`config.mk`:
```
export PLATFORM = sky130hd
export DESIGN_NAME = frame_accum_fifo
export DESIGN_NICKNAME = d
export VERILOG_FILES = /design/src/rtl/frame_accum_pkg.sv /design/src/rtl/frame_accum_buf.sv /design/src/rtl/frame_accum_fifo.sv
export SDC_FILE = /design/constraint.sdc
export NUM_CORES = 1
export LEC_CHECK = 0
export ABC_AREA = 1
export BUFFER_PORTS_ARGS = -buffer_cell sky130_fd_sc_hd__buf_2
export CORE_MARGIN = 2
export CORE_UTILIZATION = 40
export DETAILED_ROUTE_END_ITERATION = 16
export PLACE_DENSITY_LB_ADDON = 0.1
export SYNTH_ARGS = -nofsm -noshare
export SYNTH_HDL_FRONTEND = slang
export SYNTH_SLANG_ARGS = --single-unit
```
`constraint.sdc`:
```
create_clock -name clk -period 5.5 [get_ports clk]
set_clock_uncertainty 0.15 [all_clocks]
set_input_delay 0.55 -clock clk [delete_from_list [all_inputs] [get_ports clk]]
set_output_delay 0.55 -clock clk [all_outputs]
set_load 0.02 [all_outputs]
```
`src/rtl/frame_accum_pkg.sv`:
```
// Shared types and constants for the frame accumulator.
// DEPTH and width checks are evaluated where the parameters live (top level).
package frame_accum_pkg;

  typedef enum logic [1:0] {
    LOAD  = 2'd0,
    ACCUM = 2'd1,
    DRAIN = 2'd2
  } state_t;

  localparam logic MODE_SUM = 1'b0;
  localparam logic MODE_MAX = 1'b1;

  function automatic bit is_pow2(input int v);
    return (v >= 2) && ((v & (v - 1)) == 0);
  endfunction

endpackage

```
`src/rtl/frame_accum_buf.sv`:
```
// DEPTH x ACC_WIDTH element store: one synchronous write port, one combinational read port.
// Storage is deliberately not reset; every run rewrites all entries during LOAD.
module frame_accum_buf #(
  parameter int DEPTH     = 8,
  parameter int ACC_WIDTH = 16,
  parameter int IDX_W     = 3
) (
  input  logic                 clk,
  input  logic                 i_we,
  input  logic [IDX_W-1:0]     i_waddr,
  input  logic [ACC_WIDTH-1:0] i_wdata,
  input  logic [IDX_W-1:0]     i_raddr,
  output logic [ACC_WIDTH-1:0] o_rdata
);

  logic [ACC_WIDTH-1:0] r_mem [DEPTH];

  always_ff @(posedge clk) begin
    if (i_we) r_mem[i_waddr] <= i_wdata;
  end

  assign o_rdata = r_mem[i_raddr];

endmodule

```
`src/rtl/frame_accum_fifo.sv`:
```
// Frame accumulator: combines each element position across frames (saturating sum or max),
// then streams the DEPTH results out under valid/ready backpressure.
//
// state | meaning
// LOAD  | first frame of a run, buffer overwritten with samples
// ACCUM | later frames, buffer combined with samples
// DRAIN | results streamed out, input stalled
module frame_accum_fifo
  import frame_accum_pkg::*;
#(
  parameter int WIDTH     = 12,
  parameter int ACC_WIDTH = 16,
  parameter int DEPTH     = 8,
  parameter int CNT_W     = 8
) (
  input  logic                 clk,
  input  logic                 reset,
  input  logic                 in_valid,
  output logic                 in_ready,
  input  logic [WIDTH-1:0]     in_data,
  input  logic                 in_last,
  input  logic                 mode,
  output logic                 out_valid,
  input  logic                 out_ready,
  output logic [ACC_WIDTH-1:0] out_data,
  output logic                 out_last,
  output logic [CNT_W-1:0]     frame_cnt,
  output logic                 ovf
);

  localparam int IDX_W = $clog2(DEPTH);

  if (!is_pow2(DEPTH)) begin : g_chk_depth
    $error("frame_accum_fifo: DEPTH must be a power of two >= 2");
  end
  if (ACC_WIDTH < WIDTH) begin : g_chk_width
    $error("frame_accum_fifo: ACC_WIDTH must be >= WIDTH");
  end

  state_t               r_state;
  logic [IDX_W-1:0]     r_idx;
  logic                 r_mode;
  logic [CNT_W-1:0]     r_frame_cnt;
  logic                 r_ovf;

  logic                 w_in_fire;
  logic                 w_last_idx;
  logic [ACC_WIDTH-1:0] w_rd;
  logic [ACC_WIDTH-1:0] w_ext;
  logic [ACC_WIDTH:0]   w_sum;
  logic                 w_sat;
  logic [ACC_WIDTH-1:0] w_wdata;

  assign in_ready   = (r_state != DRAIN);
  assign out_valid  = (r_state == DRAIN);
  assign w_in_fire  = in_valid & in_ready;
  assign w_last_idx = (r_idx == IDX_W'(DEPTH - 1));
  assign out_data   = out_valid ? w_rd : '0;
  assign out_last   = out_valid & w_last_idx;
  assign frame_cnt  = r_frame_cnt;
  assign ovf        = r_ovf;

  // One extra bit so the carry out of the sum flags the clamp.
  assign w_ext = ACC_WIDTH'(in_data);
  assign w_sum = {1'b0, w_rd} + {1'b0, w_ext};
  assign w_sat = w_sum[ACC_WIDTH];

  always_comb begin
    w_wdata = w_ext;
    if (r_state == ACCUM) begin
      if (r_mode == MODE_MAX) w_wdata = (w_rd > w_ext) ? w_rd : w_ext;
      else                    w_wdata = w_sat ? '1 : w_sum[ACC_WIDTH-1:0];
    end
  end

  frame_accum_buf #(
    .DEPTH     (DEPTH),
    .ACC_WIDTH (ACC_WIDTH),
    .IDX_W     (IDX_W)
  ) u_buf (
    .clk     (clk),
    .i_we    (w_in_fire),
    .i_waddr (r_idx),
    .i_wdata (w_wdata),
    .i_raddr (r_idx),
    .o_rdata (w_rd)
  );

  always_ff @(posedge clk or negedge reset) begin
    if (!reset) begin
      r_state     <= LOAD;
      r_idx       <= '0;
      r_mode      <= MODE_SUM;
      r_frame_cnt <= '0;
      r_ovf       <= 1'b0;
    end else begin
      case (r_state)
        LOAD: if (in_valid) begin
          r_idx <= r_idx + 1'b1;
          if (r_idx == '0) begin
            r_mode      <= mode;
            r_ovf       <= 1'b0;
            r_frame_cnt <= CNT_W'(1);
          end
          if (w_last_idx) r_state <= in_last ? DRAIN : ACCUM;
        end
        ACCUM: if (in_valid) begin
          r_idx <= r_idx + 1'b1;
          if (r_mode == MODE_SUM && w_sat) r_ovf <= 1'b1;
          if (w_last_idx) begin
            if (r_frame_cnt != '1) r_frame_cnt <= r_frame_cnt + 1'b1;
            if (in_last) r_state <= DRAIN;
          end
        end
        DRAIN: if (out_ready) begin
          r_idx <= r_idx + 1'b1;
          if (w_last_idx) r_state <= LOAD;
        end
        default: r_state <= LOAD;
      endcase
    end
  end

endmodule

```
==> results of run 1 <==
## worst max path at each step
stage                               to  cells past startpoint  slack [ns]
finish              u_buf.r_mem[6][14]                     18        0.64
global route        u_buf.r_mem[2][14]                     18        0.27
CTS                 u_buf.r_mem[6][14]                     18        0.64
detailed placement  u_buf.r_mem[0][13]                     18        0.69
global placement    u_buf.r_mem[0][13]                     18        0.71
floorplan            u_buf.r_mem[1][0]                      6        2.16
## flip-flops by register name, indices dropped and copies added, names as in the netlist
signal / flops
r_mode: 1
frame_cnt: 8
r_idx: 3
ovf: 1
r_state: 2
u_buf.r_mem: 128
## per-layer routing
layer | global-route usage, % | vias up | share of wire (%)
met5 | 0 | - | 0
met1 | 29.2 | 2880 | 48
met3 | 4.15 | 21 | 4.5
met4 | 5.78 | 0 | 1.4
met2 | 34.1 | 141 | 46
li1 | - | 2961 | -
## area by class of cell
type	count	area [µm²]
clock inverter	14	128
inverter	140	536
sequential	143	4220
clock buffer	18	429
multi-input combinational	559	3080
fill	1876	10400
tap	265	332
timing repair buffer	62	355
## cells in the final DEF, fill, tap and decap left out, types with 17 or more instances in the layout
cell       instances
nand2_1          209
inv_1            135
edfxtp_1         128
nand3_1           70
nor2_1            69
buf_2             45
a21oi_1           36
ha_1              33
o21ai_0           23
nand2_2           20
clkbuf_16         17
## cells by family after synthesis
logic type	count (synthesis)	synth area share, %
flip-flops	143	52.9
buffers and inverters	166	8.96
AO/OA/AOI/OAI	88	6.57
XOR/XNOR	12	1.32
AND/OR/NAND/NOR	425	24.8
adder cells (fa/ha/maj)	34	5.43
## through the flow
stage	worst slack, ns	utilization (%)
6_report	0.638	46.5
5_1_grt	0.271	46.5
3_5_place_dp	0.694	43.6
4_1_cts	0.645	46.5
2_1_floorplan	2.16	-
3_3_place_gp	0.708	43.6
## tightest hold or removal path, stage by stage
cell     delay, ns
buf_2         0.08
nand2_1       0.04
o21ai_0       0.07
==> key figures, run 1 <==
Worst hold path
  • Worst Hold End: r_mode
  • Hold path start: mode
  • Hold depth: 3
  • HP Class: in2reg

STA
  • RSZ-0062 raised after global routing: false
  • Final TNS setup: 0 ns
  • Fmax: 0.206 GHz
  • Fin crit share: around 88%
  • WHS: 0.230 ns
  • Slew Viols, Final: 0
  • Fin. Hold Viols: 0
  • Slew @ Worst Pin: 1.15 ns
  • Setup violators final: 0
  • Fin crit period: 4.86 ns
  • Slew margin rel.: 23.5%

Routing
  • Antenna viol nets, final: 0
  • DR pass1 iterations: 5
  • Vias/cell: around 5.0
  • DR vias: 6003
  • DRC Markers: 0
  • Initial DRC Count: 480
  • DR WL/cell: 18.2 µm
  • Final WL: 21900 µm

Yosys
  • EDFF count, synth: 128
  • Mean post-synth cell area: a little over 9 µm²
  • #FFs+latches synth: approximately 140
  • Predominant post-synthesis flop cell: edfxtp_1
  • Top-count cell post-synth: nand2_1
  • Syn Nets: just over 900
  • Post-synth cell types: 42
  • Post-synthesis async set-or-reset flop share: between 10% and 20%
  • Top cells by count, synth: 209 x nand2_1, 135 x inv_1, 128 x edfxtp_1
  • Post-Syn Instances: 868
  • Top-area cell type share of the netlist area: 48.2%
  • Yosys warns: 0
  • Synth top area cells: edfxtp_1 48%, nand2_1 9.8%, inv_1 6.4%
  • Synthesized area: 0.00798 mm²
  • Seq/Total Area, Yosys: 52.9%
  • Cell taking the most area after synthesis: edfxtp_1

Clocking
  • Num CTS Buffers: 17
  • Reg clk slew, reported paths: 0.06 ns
  • CTS tree: done
  • Post-CTS setup buffers: 0
  • CTS Root Cell: clkbuf_16
  • Clock Path Buffers: 2
  • CTS Hold Bufs: 1
  • # H-tree levels: 4
  • # clock sinks: 143
  • CTS resizes: 0
  • Clock Latency Late Sink: 0.43 ns

Finish
  • Diode count: 0
  • Syn-to-layout area delta: 13.8%
  • Post-route cell area: 0.00908 mm²
  • Share of cells above drive strength 1: ~17%
  • # nets final: 975
  • Final non-filler cell total: 1201

Global routing
  • Gr usage total: between 20% and 30%
  • Number of global-route vias before repair: 5735
  • Largest net degree at the start of global routing: 37
  • Initial antenna violation count: 0
  • GRT overflow: 0
  • First-pass GRT wire length: 33900 µm

Place
  • Port bufs: 45
  • Detailed placer's ending HPWL: roughly 16000 µm
  • Inst Count DP: 1168
  • Post-DP Area: 0.00851 mm²
  • GP Congestion: roughly 0.89

Setup path
  • WP data arrival: 4.85 ns
  • Reg2reg end: u_buf.r_mem[6][14]
  • Worst reg2reg setup slack: 0.64 ns
  • Reg2Reg Depth: 18
  • CP Max Fanout: 13
  • Critical path, cell by cell: nand2_1 -> inv_2 -> nand2_1 -> inv_1 -> a22oi_1 -> nand4_1 -> ha_1 -> inv_1 -> fa_1 -> inv_1 -> nand2_1 -> nand3_1 -> nand2_1 -> nand3_1 -> nand3_2 -> nand2_1 -> o21ai_0 -> nor2_1
  • Startpoint Class: flop
  • CP max-delay cell: dfrtp_1
  • Max incr delay on CP: about 0.67 ns
  • Worst path buffer plus inverter count: 4
  • Setup crit end kind: flop
  • Crit Path Category: reg2reg
  • CP Data Required Time: 5.49 ns
  • Critical Path Start: r_idx[1]
  • R2r startpoint: r_idx[1]
  • CP most frequent cell: nand2_1
  • Largest delay share family, worst path: simple AND/OR/NAND/NOR gates

Status
  • Status: completed

Floorplan
  • Core area: around 0.020 mm²
  • Die width: around 150 µm
  • Die area: 0.0211 mm²
  • IO Count: 46
  • Initial core utilization: ~41%
  • FP Rows: 51
  • Die Y: between 100 and 150 µm

Job
  • Max-Cap Viols: 0
Power of run 1 is not shown: default switching activity piles up to over one toggle a cycle in this logic, so the estimate is an artifact.
==> run 2: changes to the inputs <==
- ABC_AREA: 1 -> 0
- CORE_UTILIZATION: 40 -> 35
- clock period: 5.5 -> 4.6 ns (I/O delays scaled with it)
==> key figures, run 2 <==
Status
  • Status: completed

Power
  • Pint: 3.87 mW
  • Net Sw Frac: between 40 and 50%
  • Worst VDD drop: around 250 µV
  • Pleak: 3.42 nW
  • NetSw: 2.80 mW
  • Cell Pwr Density: 744 mW/mm²
  • Seq pwr share: between 20% and 30%
  • Power share of the clock group: 20.0%
  • Combinational share of power: 51.6%

Place
  • Port bufs: 45
  • Inst Count DP: 932
  • GP Congestion: 0.867
  • Detailed placer's ending HPWL: ~15000 µm

Global routing
  • M3 GR Usage: 3.78%
  • Met1 Resource Use GR: around a quarter
  • GRT overflow: 0
  • Largest net degree at the start of global routing: 21
  • Gr usage total: between 10% and 20%
  • First-pass GRT wire length: 31500 µm
  • Initial antenna violation count: 0
  • Number of global-route vias before repair: approximately 5400
  • Global routing's busiest layer: met2
  • Met2 GRT Util: roughly 31%

Floorplan
  • Die area: 0.0224 mm²
  • Initial core utilization: 35.5%
  • Die width: 150 µm
  • FP Rows: 53
  • Core area: 0.0209 mm²
  • Die Y: roughly 150 µm
  • IO Count: between 40 and 50

Clocking
  • CTS tree: done
  • CTS Root Cell: clkbuf_16
  • Clock Latency Late Sink: 0.42 ns
  • # H-tree levels: 4
  • Clock Path Buffers: 2
  • # clock sinks: 143
  • Reg clk slew, reported paths: about 0.060 ns
  • Num CTS Buffers: 17

Routing
  • DR pass1 iterations: 4
  • DRC Markers: 0
  • Final WL: 20500 µm
  • Antenna viol nets, final: 0
  • DR vias: slightly above 5000
  • Initial DRC Count: 296
  • Vias/cell: 5.37
  • DR WL/cell: between 20 and 25 µm

Job
  • Max-Cap Viols: 0

Yosys
  • Top-area cell type share of the netlist area: about half
  • Cell taking the most area after synthesis: edfxtp_1
  • Yosys warns: 0
  • Predominant post-synthesis flop cell: edfxtp_1
  • Mean post-synth cell area: 12.7 µm²
  • Top-count cell post-synth: edfxtp_1
  • Seq/Total Area, Yosys: 56.9%
  • Post-Syn Instances: 584
  • #FFs+latches synth: between 100 and 150
  • Synthesized area: ~0.0074 mm²
  • Synth top area cells: edfxtp_1 52%, ha_1 5.6%, dfrtp_1 5.1%
  • Syn Nets: 636
  • Post-synthesis async set-or-reset flop share: about a tenth
  • Post-synth cell types: 75
  • EDFF count, synth: 128
  • Top cells by count, synth: 128 x edfxtp_1, 53 x nor2_1, 42 x nand2_1

STA
  • Fmax: ~0.23 GHz
  • Setup violators final: 0
  • Slew margin rel.: 40.2%
  • Slew @ Worst Pin: 0.896 ns
  • Fin. Hold Viols: 0
  • WHS: 0.111 ns
  • Fin crit share: 95.5%
  • Slew Viols, Final: 0
  • Fin crit period: 4.39 ns
  • RSZ-0062 raised after global routing: false

Finish
  • # nets final: between 700 and 800
  • Fin util: 42.9%
  • Diode count: 0
  • Multi-input logic area: 0.00301 mm²
  • Most frequent cells in the layout: 128 x edfxtp_1, 56 x buf_4, 53 x nor2_1
  • Max FFs per register: roughly 130
  • Register Area: 0.00422 mm²
  • Share of cells above drive strength 1: 26.9%
  • Syn-to-layout area delta: 20.8%
  • Most common cell after layout, fill and taps aside: edfxtp_1
  • Biggest register: u_buf.r_mem
  • Fillers: ~2000
  • Final non-filler cell total: 966

Worst hold path
  • HP Class: in2reg

Setup path
  • Crit Path Category: reg2reg
  • Startpoint Class: flop
  • CP Data Required Time: 4.61 ns
  • WP data arrival: 4.40 ns
  • Setup crit end kind: flop
  • CP Max Fanout: 15
run 2: cell count changes after synthesis, moves of 10 or more:
cell	before	now
a21oi_2	10	0
nand3_1	70	12
nand2_2	20	3
nand3_2	13	0
nand2_1	209	42
nor2_1	70	53
mux2i_1	0	16
mux4_2	0	14
inv_1	135	32
run 2: worst max-delay path, cell delays in order, from the launching register on:
cell	delay, ns
dfrtp_2	0.54
inv_2	0.15
buf_4	0.19
nor2_1	0.09
buf_4	0.15
a31oi_1	0.19
o211ai_1	0.27
ha_1	0.29
a21oi_1	0.28
o21ai_1	0.16
a2111o_1	0.44
o21ai_1	0.18
a21oi_1	0.18
buf_4	0.25
o2bb2ai_2	0.15
a221oi_4	0.46
run 2: what timing repair did:
item | 4_1_cts | 5_1_grt
endpoints found under the hold margin | 15 | 0
setup buffers | 0 | 1
setup endpoints to repair | 24 | 104
pin swaps | 0 | 2
hold buffers | 1 | 0
gates resized for setup | 2 | 12
run 2: path summary, 6_finish.rpt:
| check | slack (ns) | cells past startpoint | start | endpoint |
|---|---|---|---|---|
| worst min-delay path | 0.11 | 3 | mode | r_mode |
| worst max register to register | 0.21 | 15 | r_idx[2] | u_buf.r_mem[0][0] |
| min in group asynchronous | 0.34 | 2 | reset | frame_cnt[2] |
| worst min register to register | 0.36 | 1 | r_state[1] | r_state[0] |
| worst max-delay path | 0.21 | 15 | r_idx[2] | u_buf.r_mem[0][0] |
| max in group asynchronous | 3.65 | 2 | reset | r_idx[1] |
run 2: area by class of cell:
class,instances,area share [%]
sequential,143,47.1
tap,275,3.84
timing repair buffer,103,7.54
clock inverter,15,1.66
inverter,35,1.49
clock buffer,17,4.75
multi-input combinational,378,33.6
run 2: kinds of logic after synthesis:
group,count (synthesis),share of synthesized area [%]
and+or+nand+nor,169,11.1
DFF,143,56.9
AOI/OAI and AO/OA,125,12.5
buffers and inverters,63,3.90
muxes,37,8.23
adders and majority gates,34,5.84
xor gates and xnor gates,13,1.54
run 2: routing by layer:
layer	part of all wire, %	routed length [µm]
met3	5.2	1070
met2	48	9870
met5	0	0
met4	2.3	466
met1	44	9130
run 2: power groups by stage:
stage	clock, mW	combinational (mW)	sequential, mW
2_1_floorplan	0	2.20	1.83
3_3_place_gp	0	3.34	1.91
3_5_place_dp	0	3.35	1.91
4_1_cts	1.36	3.38	1.89
5_1_grt	1.42	3.74	1.91
6_report	1.33	3.44	1.90
run 2: stage by stage:
step           worst slack, ns  total power [mW]  TNS (ns)  cell area [µm²]
3_5_place_dp           -0.0175              5.27    -0.140             8270
5_1_grt                 0.0172              7.07         0             8960
6_report                 0.205              6.67         0             8960
4_1_cts                 0.0423              6.63         0             8860
3_3_place_gp            0.0628              5.25         0             8270
2_1_floorplan            0.517              4.03         0             7410
(Power assumes the default switching activity.)
==> run 3: changes to the inputs <==
- ABC_AREA: 0 -> 1
- CELL_PAD_IN_SITES_DETAIL_PLACEMENT: not set -> 0
- CELL_PAD_IN_SITES_GLOBAL_PLACEMENT: not set -> 1
==> key figures, run 3 (synthesized netlist as in run 1, its figures left out) <==
Routing
  • Vias/cell: 4.92
  • Initial DRC Count: 427
  • DRC Markers: 0
  • Final WL: 22500 µm
  • Antenna viol nets, final: 0
  • DR pass1 iterations: 5
  • DR WL/cell: 18.3 µm
  • DR vias: 6062

Global routing
  • Initial antenna violation count: 0
  • First-pass GRT wire length: 35100 µm
  • Gr usage total: 19.5%
  • GRT overflow: 0
  • Number of global-route vias before repair: 6107
  • Largest net degree at the start of global routing: 28

Clocking
  • # clock sinks: 143
  • Clock Path Buffers: 2
  • CTS Root Cell: clkbuf_16
  • # H-tree levels: 4
  • Reg clk slew, reported paths: 0.07 ns
  • Post-CTS setup buffers: 0
  • Num CTS Buffers: 17
  • Clock Latency Late Sink: 0.43 ns
  • CTS tree: done

STA
  • Setup violators final: 0
  • Fin crit period: 4.34 ns
  • Slew margin rel.: 41.8%
  • Fmax: about 0.23 GHz
  • Slew Viols, Final: 0
  • Slew @ Worst Pin: 0.873 ns
  • Fin. Hold Viols: 0
  • Final worst slack: approximately 0.26 ns
  • Fin crit share: 94.4%
  • WHS: 0.0891 ns

Job
  • Max-Cap Viols: 0

Setup path
  • CP Max Fanout: 12
  • Setup crit end: u_buf.r_mem[5][8]
  • R2r startpoint: r_idx[2]
  • CP most frequent cell: nand2_1
  • Crit Path Category: reg2reg
  • Critical path, cell by cell: nand2_1 -> inv_2 -> nand2_1 -> inv_1 -> a22oi_1 -> nand4_1 -> ha_1 -> nor2_1 -> nand2_1 -> nor2_1 -> nand2_1 -> nand3_1 -> nand3_2 -> buf_4 -> nand2_1 -> a21oi_1 -> a21oi_2
  • Startpoint Class: flop
  • Max incr delay on CP: ~0.52 ns
  • Worst reg2reg setup slack: 0.26 ns
  • CP max-delay cell: dfrtp_1
  • Critical Path Start: r_idx[2]
  • Setup crit end kind: flop
  • CP Data Required Time: around 4.6 ns
  • WP data arrival: roughly 4.4 ns
  • Reg2Reg Depth: 17
  • Reg2reg end: u_buf.r_mem[5][8]

Finish
  • Fillers: 2212
  • Most common cell after layout, fill and taps aside: nand2_1
  • Final non-filler cell total: 1233
  • Max FFs per register: 128
  • Most frequent cells in the layout: 209 x nand2_1, 135 x inv_1, 128 x edfxtp_1
  • Biggest register: u_buf.r_mem
  • Share of cells above drive strength 1: 18.7%
  • # nets final: 987
  • Diode count: 0
  • Fin util: 41.3%
  • Syn-to-layout area delta: 16.5%

Floorplan
  • FP Rows: 55
  • Die area: 0.0240 mm²
  • Initial core utilization: 35.5%
  • Core area: 0.0225 mm²
  • IO Count: 46
  • Die Y: 155 µm
  • Die width: 155 µm

Place
  • Port bufs: 45
  • Pre-CTS WS: roughly 0.21 ns
  • GP Congestion: 0.847
  • Detailed placer's ending HPWL: 16100 µm
  • Inst Count DP: 1200

Worst hold path
  • HP Class: in2reg

Status
  • Status: completed
[run 3: cell count changes in the layout (fill, tap and decap cells not counted), sizes merged, moves of 8 or more]
cell	previous run	this run
nand3	12	83
buf	102	73
a41oi	8	0
nor2	53	83
nand2b	8	0
nand2	45	229
o31ai	8	0
mux4	17	0
a21oi	29	46
inv	44	150
a221oi	8	0
mux2i	17	0
[run 3: worst min-delay path by stage]
| stage | from | end | cells after the start | slack, ns |
|---|---|---|---|---|
| after global routing | mode | r_mode | 3 | 0.10 |
| after global placement | reset | r_idx[2] | 1 | 0.24 |
| after floorplan | reset | frame_cnt[0] | 0 | 0.01 |
| after CTS | mode | r_mode | 3 | 0.08 |
| after detailed placement | reset | r_idx[1] | 1 | 0.25 |
| final | mode | r_mode | 3 | 0.09 |
[run 3: stage by stage]
| stage | TNS (ns) | instance area (µm²) |
|---|---|---|
| after CTS | 0 | 9230 |
| after detailed placement | 0 | 8630 |
| after global placement | 0 | 8630 |
| after global routing | -0.00467 | 9290 |
| final | 0 | 9290 |
| after floorplan | 0 | 7980 |
[run 3: per-layer routing]
layer  share of wire [%]  vias up  wire length, µm  global-route usage (%)
met5                   0        -                0                       0
met4                 1.3        0              287                    5.64
met3                 3.8       14              857                    3.34
met2                  50      121            11200                    34.0
met1                  45     2941            10200                    25.1
li1                    -     2986                -                       -
[run 3: repair_timing]
item                                    4_1_cts  5_1_grt
endpoints found under the hold margin        15        0
resized for setup                             0       11
endpoints found under the setup margin        0      102
hold buffers                                  1        0
[run 3: final cells by class]
cell class              instances  area, µm²  area share [%]
repair buffers                 74        445            4.79
inverters                     140        536            5.76
well taps                     285        357            3.84
multi-input cells             559       3140            33.8
flip-flops and latches        143       4220            45.4
clock inverters                15        166            1.79
clock buffers                  17        425            4.58
[run 3: critical path: cells and delay by family (launching register included)]
kind	cells	cell delay (ns)
AOI/OAI and AO/OA	3	0.79
and+or+nand+nor	10	1.59
adders and majority gates	1	0.49
DFF	1	0.52
buffers and inverters	3	0.52
Power of run 3 is left out for the same reason.
